### src/rtl/jts16b_io_master.sv
// jts16b_io_master
// Sequences 3-cycle bus accesses (ACC1, ACC2, GAP) to the cabinet I/O chip.
//   op 0: analogue serial read. One load write, then 8 single-bit reads,
//         MSB first, assembled into ana_val.
//   op 1: digital scan. Five reads into sys/p1/p2/dipa/dipb.
//   The digital scan can also be started by a falling edge of the
//   registered LVBL when auto_en is set.
// Ports:
//   clk, rst_n           clock, async active-low reset
//   start, op, ch        request (sampled in IDLE only), op code, analogue channel
//   auto_en, LVBL        automatic scan enable, vertical blank (active-low)
//   cab_dout             registered read data from the cabinet
//   A, cpu_dout          address A[23:1], write data (always 0)
//   io_cs, LDSn, LDSWn   chip select, lower data/write strobes
//   UDSn, UDSWn          upper strobes, tied inactive
//   busy, done           operation in progress, completion pulse
//   *_val                result registers
//
// state | meaning
// IDLE  | waiting for start or auto trigger
// ACC1  | first access cycle, strobes asserted
// ACC2  | second access cycle, read data captured at its end
// GAP   | bus released; next access or finish
// FIN   | one-cycle done pulse
module jts16b_io_master (
    input  logic        clk,
    input  logic        rst_n,
    input  logic        start,
    input  logic [1:0]  op,
    input  logic [1:0]  ch,
    input  logic        auto_en,
    input  logic        LVBL,
    input  logic [7:0]  cab_dout,
    output logic [23:1] A,
    output logic [15:0] cpu_dout,
    output logic        io_cs,
    output logic        LDSn,
    output logic        LDSWn,
    output logic        UDSn,
    output logic        UDSWn,
    output logic        busy,
    output logic        done,
    output logic [7:0]  ana_val,
    output logic [7:0]  sys_val,
    output logic [7:0]  p1_val,
    output logic [7:0]  p2_val,
    output logic [7:0]  dipa_val,
    output logic [7:0]  dipb_val
);

    typedef enum logic [2:0] {ST_IDLE, ST_ACC1, ST_ACC2, ST_GAP, ST_FIN} state_t;

    state_t      state_q, state_d;
    logic [3:0]  step_q, step_d;
    logic        is_ana_q, is_ana_d;
    logic [1:0]  ch_q, ch_d;
    logic [7:0]  acc_q, acc_d;
    logic        lvbl_q, lvbl_d;
    logic        io_cs_q, io_cs_d;
    logic        lds_n_q, lds_n_d;
    logic        ldsw_n_q, ldsw_n_d;
    logic [23:1] a_q, a_d;
    logic        busy_q, busy_d;
    logic        done_q, done_d;
    logic [7:0]  ana_val_q, ana_val_d;
    logic [7:0]  sys_q, sys_d;
    logic [7:0]  p1_q, p1_d;
    logic [7:0]  p2_q, p2_d;
    logic [7:0]  dipa_q, dipa_d;
    logic [7:0]  dipb_q, dipb_d;
    logic        auto_trig;
    logic        last_step;

    function automatic logic [23:1] addr_of(input logic is_ana, input logic [3:0] step,
                                            input logic [1:0] chn);
        logic [23:1] a;
        a = '0;
        if (is_ana) begin
            a[13:12] = 2'd3;
            a[5:4]   = 2'd2;
            a[2:1]   = chn;
        end else begin
            case (step)
                4'd0:    begin a[13:12] = 2'd1; a[2:1] = 2'd0; end
                4'd1:    begin a[13:12] = 2'd1; a[2:1] = 2'd1; end
                4'd2:    begin a[13:12] = 2'd1; a[2:1] = 2'd3; end
                4'd3:    begin a[13:12] = 2'd2; a[2:1] = 2'd1; end
                4'd4:    begin a[13:12] = 2'd2; a[2:1] = 2'd0; end
                default: a = '0;
            endcase
        end
        return a;
    endfunction

    always_comb begin
        state_d   = state_q;
        step_d    = step_q;
        is_ana_d  = is_ana_q;
        ch_d      = ch_q;
        acc_d     = acc_q;
        lvbl_d    = LVBL;
        ana_val_d = ana_val_q;
        sys_d     = sys_q;
        p1_d      = p1_q;
        p2_d      = p2_q;
        dipa_d    = dipa_q;
        dipb_d    = dipb_q;
        // Falling edge of the registered LVBL, seen on the edge it happens.
        auto_trig = lvbl_q & ~LVBL & auto_en;
        last_step = is_ana_q ? (step_q == 4'd8) : (step_q == 4'd4);

        case (state_q)
            ST_IDLE: begin
                // start has priority; a simultaneous auto trigger is dropped.
                if (start && !op[1]) begin
                    state_d  = ST_ACC1;
                    step_d   = 4'd0;
                    is_ana_d = ~op[0];
                    ch_d     = ch;
                    acc_d    = 8'h00;
                end else if (auto_trig) begin
                    state_d  = ST_ACC1;
                    step_d   = 4'd0;
                    is_ana_d = 1'b0;
                    acc_d    = 8'h00;
                end
            end
            ST_ACC1: state_d = ST_ACC2;
            ST_ACC2: begin
                state_d = ST_GAP;
                if (is_ana_q) begin
                    if (step_q != 4'd0)
                        acc_d = {acc_q[6:0], cab_dout[0]};
                end else begin
                    case (step_q)
                        4'd0:    sys_d  = cab_dout;
                        4'd1:    p1_d   = cab_dout;
                        4'd2:    p2_d   = cab_dout;
                        4'd3:    dipa_d = cab_dout;
                        4'd4:    dipb_d = cab_dout;
                        default: ;
                    endcase
                end
            end
            ST_GAP: begin
                if (last_step) begin
                    state_d = ST_FIN;
                    if (is_ana_q)
                        ana_val_d = acc_q;
                end else begin
                    state_d = ST_ACC1;
                    step_d  = step_q + 4'd1;
                end
            end
            ST_FIN:  state_d = ST_IDLE;
            default: state_d = ST_IDLE;
        endcase

        // Bus outputs are registered from the next state so they line up
        // with the state they belong to.
        io_cs_d  = (state_d == ST_ACC1) || (state_d == ST_ACC2);
        lds_n_d  = ~io_cs_d;
        ldsw_n_d = ~(io_cs_d & is_ana_d & (step_d == 4'd0));
        a_d      = io_cs_d ? addr_of(is_ana_d, step_d, ch_d) : '0;
        busy_d   = io_cs_d | (state_d == ST_GAP);
        done_d   = (state_d == ST_FIN);
    end

    always_ff @(posedge clk or negedge rst_n) begin
        if (!rst_n) begin
            state_q   <= ST_IDLE;
            step_q    <= 4'd0;
            is_ana_q  <= 1'b0;
            ch_q      <= 2'd0;
            acc_q     <= 8'h00;
            lvbl_q    <= 1'b1;
            io_cs_q   <= 1'b0;
            lds_n_q   <= 1'b1;
            ldsw_n_q  <= 1'b1;
            a_q       <= '0;
            busy_q    <= 1'b0;
            done_q    <= 1'b0;
            ana_val_q <= 8'h00;
            sys_q     <= 8'hFF;
            p1_q      <= 8'hFF;
            p2_q      <= 8'hFF;
            dipa_q    <= 8'hFF;
            dipb_q    <= 8'hFF;
        end else begin
            state_q   <= state_d;
            step_q    <= step_d;
            is_ana_q  <= is_ana_d;
            ch_q      <= ch_d;
            acc_q     <= acc_d;
            lvbl_q    <= lvbl_d;
            io_cs_q   <= io_cs_d;
            lds_n_q   <= lds_n_d;
            ldsw_n_q  <= ldsw_n_d;
            a_q       <= a_d;
            busy_q    <= busy_d;
            done_q    <= done_d;
            ana_val_q <= ana_val_d;
            sys_q     <= sys_d;
            p1_q      <= p1_d;
            p2_q      <= p2_d;
            dipa_q    <= dipa_d;
            dipb_q    <= dipb_d;
        end
    end

    assign A        = a_q;
    assign cpu_dout = 16'h0000;
    assign io_cs    = io_cs_q;
    assign LDSn     = lds_n_q;
    assign LDSWn    = ldsw_n_q;
    assign UDSn     = 1'b1;
    assign UDSWn    = 1'b1;
    assign busy     = busy_q;
    assign done     = done_q;
    assign ana_val  = ana_val_q;
    assign sys_val  = sys_q;
    assign p1_val   = p1_q;
    assign p2_val   = p2_q;
    assign dipa_val = dipa_q;
    assign dipb_val = dipb_q;

endmodule

### config.mk
export PLATFORM = sky130hd
export DESIGN_NAME = jts16b_io_master
export DESIGN_NICKNAME = d
export VERILOG_FILES = /design/src/rtl/jts16b_io_master.sv
export SDC_FILE = /design/constraint.sdc
export NUM_CORES = 1
export LEC_CHECK = 0
export CAP_MARGIN = 20
export CELL_PAD_IN_SITES_DETAIL_PLACEMENT = 2
export CELL_PAD_IN_SITES_GLOBAL_PLACEMENT = 2
export CORE_MARGIN = 8
export CORE_UTILIZATION = 32
export DETAILED_ROUTE_END_ITERATION = 8
export PLACE_DENSITY_LB_ADDON = 0.1
export SLEW_MARGIN = 20
export SYNTH_ARGS = -nofsm -noshare
export SYNTH_HDL_FRONTEND = slang
export SYNTH_SLANG_ARGS = --single-unit
### constraint.sdc
create_clock -name clk -period 3.2 [get_ports clk]
set_input_delay 0.64 -clock clk [delete_from_list [all_inputs] [get_ports clk]]
set_output_delay 0.64 -clock clk [all_outputs]
set_load 0.05 [all_outputs]
# After elaboration in Yosys (flattened, before gate mapping)

Index checks and enable logic that the tools add are counted.

Divide/modulo/power cells: 0
Bitwise logic cells: 10
Multipliers: 0
Reduce and logical (&&, ||, !) cells: 18
Add/subtract/negate cells: 1
Multiplexer cells: 25
Eq/ne operators: 19
Shift-type cells: 0
Magnitude comparators: 0

Operator list:

| cell                | number |
|---|---|
| $mux 8              | 4 |
| $reduce_and 3->1    | 6 |
| $eq 4x2->1 const B  | 4 |
| $pmux 8 s2          | 1 |
| $mux 13             | 1 |
| $eq 3x2->1 const B  | 4 |
| $mux 4              | 3 |
| $pmux 3 s4          | 1 |
| $mux 2              | 5 |
| $mux 3              | 3 |
| $eq 4x1->1 const B  | 2 |
| $eq 4x3->1 const B  | 2 |
| $logic_not 4->1     | 2 |
| $pmux 2 s2          | 2 |
| $pmux 4 s2          | 1 |
| $eq 3x1->1 const B  | 2 |
| $not 1->1           | 5 |
| $add 4x1->4 const B | 1 |
| $and 1x1->1         | 4 |
| $eq 4x4->1 const B  | 1 |
| $mux 1              | 4 |
| $ne 2x2->1 const B  | 2 |
| $reduce_and 4->1    | 1 |
| $reduce_bool 4->1   | 1 |
| other kinds (10)    | 11 |

ROM bits: 0
Latch bits: 0
Memories: 0
RAM bits: 0
Register bits after elaboration: 85
Input bits: 17
Output and inout port bits: 94
Logic and storage cells: 91

# Depth between registers and ports, before layout

Gate-level depths: netlist of run 1.

Depth in word-level cells: 11
Gate-level depth with buffers: 8
Depth with buffers taken out: 8

# Least setup slack after synthesis of run 1

OpenSTA, ideal clock, no wires.

Path type: input to register
From: input LVBL
To: register ldsw_n_q, in the netlist LDSWn
Stages on the path: 5
Arrival: 1885 ps
Library setup time: 94 ps
Buffers on the path: 0
Required time: 3106 ps
Slack: 1221 ps
Cells stage by stage: nand3b_1 -> a21o_1 -> a32o_2 -> nor3_2 -> or4b_1

Elaborated cells between the ends (all ways): 19
Those cells by class: 2 x eq/ne; 9 x mux; 6 x bitwise; 2 x reduce/logical

RTL lines:

| element                  | RTL line | text |
|---|---|---|
| from (decl)              | 32       | `input logic LVBL,` |
| $not 1->1                | 109      | `auto_trig = lvbl_q & ~LVBL & auto_en;` |
| $and 1x1->1 (2 in a row) | 109      |  |
| $mux 4                   | 121      | `end else if (auto_trig) begin` |
| $mux 4                   | 115      | `if (start && !op[1]) begin` |
| $pmux 4 s2               | 112      | `case (state_q)` |
| via step_d[2]            | 54       | `logic [3:0] step_q, step_d;` |
| $logic_not 4->1          | 163      | `ldsw_n_d = ~(io_cs_d & is_ana_d & (step_d == 4'd0));` |
| $and 1x1->1              | 163      |  |
| $not 1->1                | 163      |  |
| via ldsw_n_d             | 61       | `logic ldsw_n_q, ldsw_n_d;` |
| to (signal assigned)     | 198      | `ldsw_n_q <= ldsw_n_d;` |
| to (decl)                | 61       |  |

The timed path passes the listed nets, and every way through them passes these cells.
A chain may end at the register's enable or synchronous reset.

# Worst setup path in the final report of run 1

From: register p1_q[4], in the netlist p1_val[4]
To: output p1_val[4]

RTL lines:

| element                | RTL line | text |
|---|---|---|
| from (decl)            | 67       | `logic [7:0] p1_q, p1_d;` |
| from (signal assigned) | 204      | `p1_q <= p1_d;` |
| to (decl)              | 45       | `output logic [7:0] p1_val,` |

No word-level cell between the ends.

==> results of run 1 <==
[synthesized netlist by cell type, types with 2 or more instances]
cell | count | area (um^2)
nand4b_1 | 2 | 17.5
a21oi_1 | 7 | 35.0
and2_1 | 6 | 37.5
mux2_2 | 50 | 563
dfrtp_1 | 34 | 851
o22ai_1 | 3 | 18.8
ha_1 | 4 | 50.1
nand3b_1 | 2 | 15.0
buf_2 | 8 | 40.0
or2_1 | 2 | 12.5
conb_1 | 2 | 7.51
dfstp_2 | 43 | 1130
inv_1 | 5 | 18.8
nor2_1 | 7 | 26.3
o21ai_0 | 9 | 45.0
nand2b_1 | 3 | 18.8
nand3_1 | 2 | 10.0
nand2_1 | 24 | 90.1
buf_4 | 36 | 270
[logic make-up (layout without fill, tap and decap cells)]
kind of cell | Yosys count | count (layout) | share of synthesized area (%)
flip-flops | 77 | 77 | 57.0
AND/OR/NAND/NOR | 59 | 59 | 9.41
buffers and inverters | 51 | 96 | 9.69
multiplexers | 50 | 50 | 16.2
AO/OA/AOI/OAI | 30 | 30 | 5.73
adder cells (fa/ha/maj) | 4 | 4 | 1.44
other | 2 | 36 | 0.216
XOR/XNOR | 1 | 1 | 0.252
[layout by cell type (no fill, tap or decap), drive strengths merged, types with 2 or more instances in the layout]
master,n
clkinv,3
nand2b,3
buf,2
nor4,2
mux2,50
or2,3
conb,36
dfrtp,34
and2,6
nor2,7
o21ai,10
nand3,2
nand2,25
dfstp,43
nand3b,2
ha,4
o211ai,2
nand4b,2
a21oi,8
clkdlybuf4s50,73
clkbuf,11
o22ai,3
inv,6
[worst paths after layout]
| path | startpoint | depth (start not counted) | endpoint | slack (ps) |
|---|---|---|---|---|
| max | p1_val[4] | 1 | p1_val[4] | 850 |
| min | rst_n | 1 | ana_val[2] | 450 |
| max reg2reg | step_q[0] | 6 | acc_q[5] | 900 |
| min reg2reg | acc_q[7] | 2 | acc_q[7] | 490 |
| max in group asynchronous | rst_n | 1 | A[13] | 2150 |
| min in group clk | acc_q[7] | 2 | acc_q[7] | 490 |
[flip-flops by register name (all words and copies together), names as in the netlist, 2 cells and up]
register,count
A,5
acc_q,8
ana_val,8
ch_q,2
dipa_val,8
dipb_val,8
p1_val,8
p2_val,8
state_q,3
step_q,4
sys_val,8
[per-stage QoR]
step	setup WS, ps	utilization, %	power (mW)
final	851	41.3	5.28
after global routing	522	41.3	5.60
after CTS	819	41.3	5.38
after detailed placement	572	39.3	4.59
after global placement	637	39.3	4.54
after floorplan	1220	-	3.76
[per-layer routing]
metal / up-vias / wire, um / GRT usage (%)
met4: 0 / 73 / 4.45
li1: 1009 / - / -
met3: 5 / 508 / 3.52
met1: 1107 / 3560 / 14.5
met2: 61 / 4090 / 19.4
met5: - / 0 / 0
[report_power, final]
part	internal, mW	switching (mW)
clock network	0.410	0.360
logic	0.941	1.81
registers	1.53	0.229
[layout make-up]
type,instances,area (um^2),share of cell area [%]
Inverter,5,18.8,0.425
Multi-Input combinational cell,180,1280,29.1
Clock inverter,5,57.6,1.30
Clock buffer,11,153,3.46
Sequential cell,77,1980,44.9
Tap cell,140,175,3.97
Timing Repair Buffer,75,746,16.9
==> summary.md, run 1 <==
| Metric | Value |
|---|---|
| Async SR Flop Fraction | `100%` |
| Peak supply drop | `around 0.46 mV` |
| Max-slew violations | `0` |
| Post CTS Setup Buffer Count | `0` |
| Routed Antenna Nets | `0` |
| Worst clock skew | `12.0 ps` |
| Fin crit period | `2350 ps` |
| Max FO, Critical Path | `2` |
| Port bufs | `between 70 and 80` |
| GRT Total Usage | `between 10% and 20%` |
| Largest net degree at the start of global routing | `78` |
| P_leak | `between 1.5 and 2 nW` |
| Part of the cycle the worst path needs | `~73%` |
| Post-synth EDFFs | `0` |
| Mapped Area | `3470 um^2` |
| Pwr dens | `around 1200 nW/um^2` |
| Finished Layout Cells | `493` |
| Highest clock rate | `approximately 430 MHz` |
| Reg clk slew, reported paths | `about 90 ps` |
| Filler cells | `1,105` |
| CP Buf/Inv Count | `1` |
| WL per Instance | `16.7 um` |
| Slew HR | `a little over a third` |
| Critical path capture point type | `output port` |
| Initial Utilization | `between 30% and 40%` |
| Synth Warn # | `0` |
| GR Overflow Total | `0` |
| Worst stage delay on the critical path | `830 ps` |
| Synth Flop Type | `dfstp_2` |
| CP cell instances | `clkdlybuf4s50_1` |
| Cells after synthesis | `274` |
| # IOs | `about 110` |
| Setup TNS | `0 ps` |
| Drt total wl | `around 8000 um` |
| Syn-to-layout area delta | `27.1%` |
| CTS tree | `done` |
| Outcome | `finished clean` |
| Layout cells sized above 1 | `between 30 and 40%` |
| N_diodes | `0` |
| CP required | `about 2600 ps` |
| Final HPWL DP | `slightly above 6000 um` |
| CTS Root Buffer Type | `clkbuf_8` |
| Final Hold Fails | `0` |
| Placed cell area | `around 4200 um^2` |
| Yosys reg bits | `77` |
| Post-route DRC | `0` |
| Post-Syn Area per Cell | `roughly 13 um^2` |
| Core footprint | `10,700 um^2` |
| Final instance area | `4410 um^2` |
| Post-cts resize count | `0` |
| Number of global-route vias before repair | `approximately 2,500` |
| Max_cap viols | `0` |
| DIE AREA | `between 10,000 and 15,000 um^2` |
| Final worst hold slack | `roughly 450 ps` |
| Largest delay share family, worst path | `buffers and inverters` |
| Nets | `369` |
| Hold/Removal Path Class | `in -> async` |
| H-tree levels | `3` |
| RSZ-0062 raised after global routing | `no` |
| Rows | `38` |
| Worst-margin pin slew | `961 ps` |
| DRT Pass-1 Iters | `3` |
| Crit path max-delay cell type | `clkdlybuf4s50_1` |
| Clk_lat worst skew | `340 ps` |
| Clock Path Buffers | `2` |
| Initial detailed-routing violation count | `72` |
| First-pass GRT wire length | `between 10,000 and 15,000 um` |
| Critical path launch point type | `flop` |
| Initial antenna violation count | `0` |
| Die Span X | `120 um` |
| Cells after DPL | `approximately 480` |
| Gp weighted congestion | `around 0.74` |
| Final setup fails | `0` |
| Die extent in y | `120 um` |
| Arr. time, crit path | `about 1700 ps` |
| Sink Count | `77` |
| Distinct cells, synth | `44` |
| CTS buffer count | `9` |
| Drt via density | `between 4 and 5` |
| Sequential element share of the synthesized area | `~57%` |
| Via count | `roughly 2,200` |
| Kind of critical path | `reg -> out` |
| Hold buffer count at cts | `0` |
Note: power is estimated with default switching activity, not from simulation.
==> inputs of run 2 (changes only) <==
Settings changed: CORE_UTILIZATION 32 to 30.
Clock period 3.2 ns to 2.35 ns, I/O delays scaled along.
==> summary.md, run 2 (same netlist as run 1, synthesis figures left out) <==
| Metric | Value |
|---|---|
| Reg clk slew, reported paths | `60 ps (-30 ps)` |
| CP Buf/Inv Count | `1 (unchanged)` |
| Arr. time, crit path | `2440 ps (+730 ps)` |
| Hold buffer count at cts | `0 (unchanged)` |
| Layout cells sized above 1 | `38.3% (+4.9 points)` |
| DIE AREA | `15,300 um^2 (+5.8%)` |
| Rows | `39 (+2.6%)` |
| Most frequent CP cell | `nand4b_1` |
| CP required | `2590 ps (+30 ps)` |
| CTS tree | `done` |
| Syn-to-layout area delta | `34.8%` |
| RSZ-0062 raised after global routing | `yes` |
| Clk_lat worst skew | `330 ps (about the same)` |
| Routed Antenna Nets | `0 (unchanged)` |
| Max FO, Critical Path | `6 (+4)` |
| Drt via density | `4.43 (+0.18%)` |
| Crit path max-delay cell type | `or4b_1` |
| # IOs | `111 (unchanged)` |
| Die Span X | `124 um (+2.8%)` |
| DRT Pass-1 Iters | `3 (unchanged)` |
| N_diodes | `0 (unchanged)` |
| Part of the cycle the worst path needs | `93.4%` |
| Finished Layout Cells | `516 (+4.7%)` |
| Gp weighted congestion | `0.728 (-1.1%)` |
| Die extent in y | `124 um (+2.8%)` |
| Cells after DPL | `494 (+3.6%)` |
| Fin crit period | `between 2000 and 2500 ps` |
| Sink Count | `77 (unchanged)` |
| Kind of critical path | `reg -> reg` |
| H-tree levels | `3 (unchanged)` |
| Max_cap viols | `0 (unchanged)` |
| GRT Total Usage | `12.1% (+0.25 points)` |
| P_leak | `1.96 nW (+7.5%)` |
| Post-route DRC | `0 (unchanged)` |
| Outcome | `finished clean` |
| Slew HR | `61.8% (+26 points)` |
| Core footprint | `11,400 um^2 (+6.3%)` |
| GR Overflow Total | `0 (unchanged)` |
| CTS buffer count | `9 (unchanged)` |
| Via count | `2,288 (+4.9%)` |
| First-pass GRT wire length | `14,100 um (+4.3%)` |
| Initial Utilization | `30.5% (-1.9 points)` |
| WL per Instance | `17.3 um (+3.4%)` |
| Drt total wl | `8910 um (+8.2%)` |
| Number of global-route vias before repair | `2,530 (+0.20%)` |
| Clock Path Buffers | `2 (unchanged)` |
| Pwr dens | `1650 nW/um^2 (+38%)` |
| Setup TNS | `0 ps (unchanged)` |
| Most frequent cells in the layout | `clkdlybuf4s50_1, mux2_2, dfstp_2` |
| Placement Setup Slack | `-88.6 ps (-661 ps)` |
| CTS Root Buffer Type | `clkbuf_16` |
| Setup ws final | `154 ps (-696 ps)` |
| Worst stage delay on the critical path | `460 ps (-370 ps)` |
| Placed cell area | `4320 um^2 (+2.9%)` |
| Max-slew violations | `0 (unchanged)` |
| CP cell instances | `inv_1 > ha_2 > nand4b_1 > nand4b_1 > o211ai_4 > nor3_2 > or4b_1` |
| Final Hold Fails | `0 (unchanged)` |
| Worst r2r path cells | `7 (+1)` |
| Nets | `389 (+5.4%)` |
| Critical path launch point type | `flop` |
| Port bufs | `74 (unchanged)` |
| Worst clock skew | `11.4 ps (-0.619 ps)` |
| Largest delay share family, worst path | `simple AND/OR/NAND/NOR gates` |
| Leading cell type in the layout, fill and taps excluded | `clkdlybuf4s50_1` |
| Initial antenna violation count | `0 (unchanged)` |
| Largest net degree at the start of global routing | `36 (-54%)` |
| Peak supply drop | `0.763 mV (+67%)` |
| Hold/Removal Path Class | `in -> async` |
| Critical Path Stages | `7 (+6)` |
| Worst-margin pin slew | `570 ps (-390 ps)` |
| Critical path capture point type | `flop` |
| Final setup fails | `0 (unchanged)` |
| Highest clock rate | `455 MHz` |
| Initial detailed-routing violation count | `69 (-4.2%)` |
| Final HPWL DP | `6690 um (+9.9%)` |
| Final instance area | `4680 um^2 (+6.1%)` |
[run 2: changes by cell type in the layout (fill, tap and decap cells not counted), sizes merged]
cell      previous run  this run
clkinvlp             0         1
inv                  6         9
bufinv               1         0
clkinv               3         2
buf                  2        22
clkbuf              11         9
[run 2: final timing paths]
check	from	endpoint	slack [ps]
max	step_q[0]	LDSWn	150
min	rst_n	io_cs	60
max reg2reg	step_q[0]	LDSWn	150
min reg2reg	ch_q[1]	ch_q[1]	500
max in group asynchronous	rst_n	LDSWn	1660
min in group clk	ch_q[1]	ch_q[1]	500
[run 2: layout make-up]
type	count	area, um^2
clock inverter	7	55.1
sequential	77	1980
clock buffer	9	225
tap	143	179
fill	1175	6690
inverter	5	18.8
timing repair buffer	95	908
multi-input combinational	180	1310
[run 2: routing by layer]
| metal | vias up | global-route usage (%) | share of wire (%) |
|---|---|---|---|
| li1 | 1056 | - | - |
| met1 | 1158 | 14.5 | 40 |
| met2 | 64 | 20.3 | 52 |
| met3 | 10 | 2.81 | 5.8 |
| met4 | 0 | 5.42 | 1.6 |
| met5 | - | 0 | 0 |
[run 2: worst reg2reg max path, stage by stage, from the launching register on]
cell	delay (ps)
dfrtp_1	380
inv_1	140
ha_2	280
nand4b_1	250
nand4b_1	230
o211ai_4	130
nor3_2	240
or4b_1	460
[run 2: through the flow]
step	utilization (%)	power, mW	hold WS [ps]
finish	41.2	7.73	61.8
global placement	38.0	6.33	418
floorplan	-	5.11	174
detailed placement	38.0	6.41	420
CTS	40.5	7.77	59.5
global route	41.2	8.16	70.2
[run 2: timing repair]
action / 4_1_cts / 5_1_grt
hold endpoints to repair: 0 / 0
endpoints found under the setup margin: 0 / 10
gates resized for setup: 0 / 4
setup buffers: 0 / 6
[run 2: power by group]
group	internal, mW	total [mW]	switching [mW]
sequential	2.08	2.37	0.291
clock	0.730	1.31	0.579
combinational	1.47	4.04	2.58
==> inputs of run 3 (changes only) <==
--- a/config.mk
+++ b/config.mk
@@ -13,2 +13,3 @@
 export DETAILED_ROUTE_END_ITERATION = 8
+export GPL_ROUTABILITY_DRIVEN = 0
 export PLACE_DENSITY_LB_ADDON = 0.1
--- a/constraint.sdc
+++ b/constraint.sdc
@@ -3,2 +3,2 @@
 set_output_delay 0.47 -clock clk [all_outputs]
-set_load 0.05 [all_outputs]
+set_load 0.005 [all_outputs]
==> results of run 3 <==
Same layout as run 2 (identical final DEF). Status: finished clean.
Main changes from that run: total power 7.73 mW -> 6.21 mW; worst IR drop on VDD 0.763 mV -> 0.470 mV
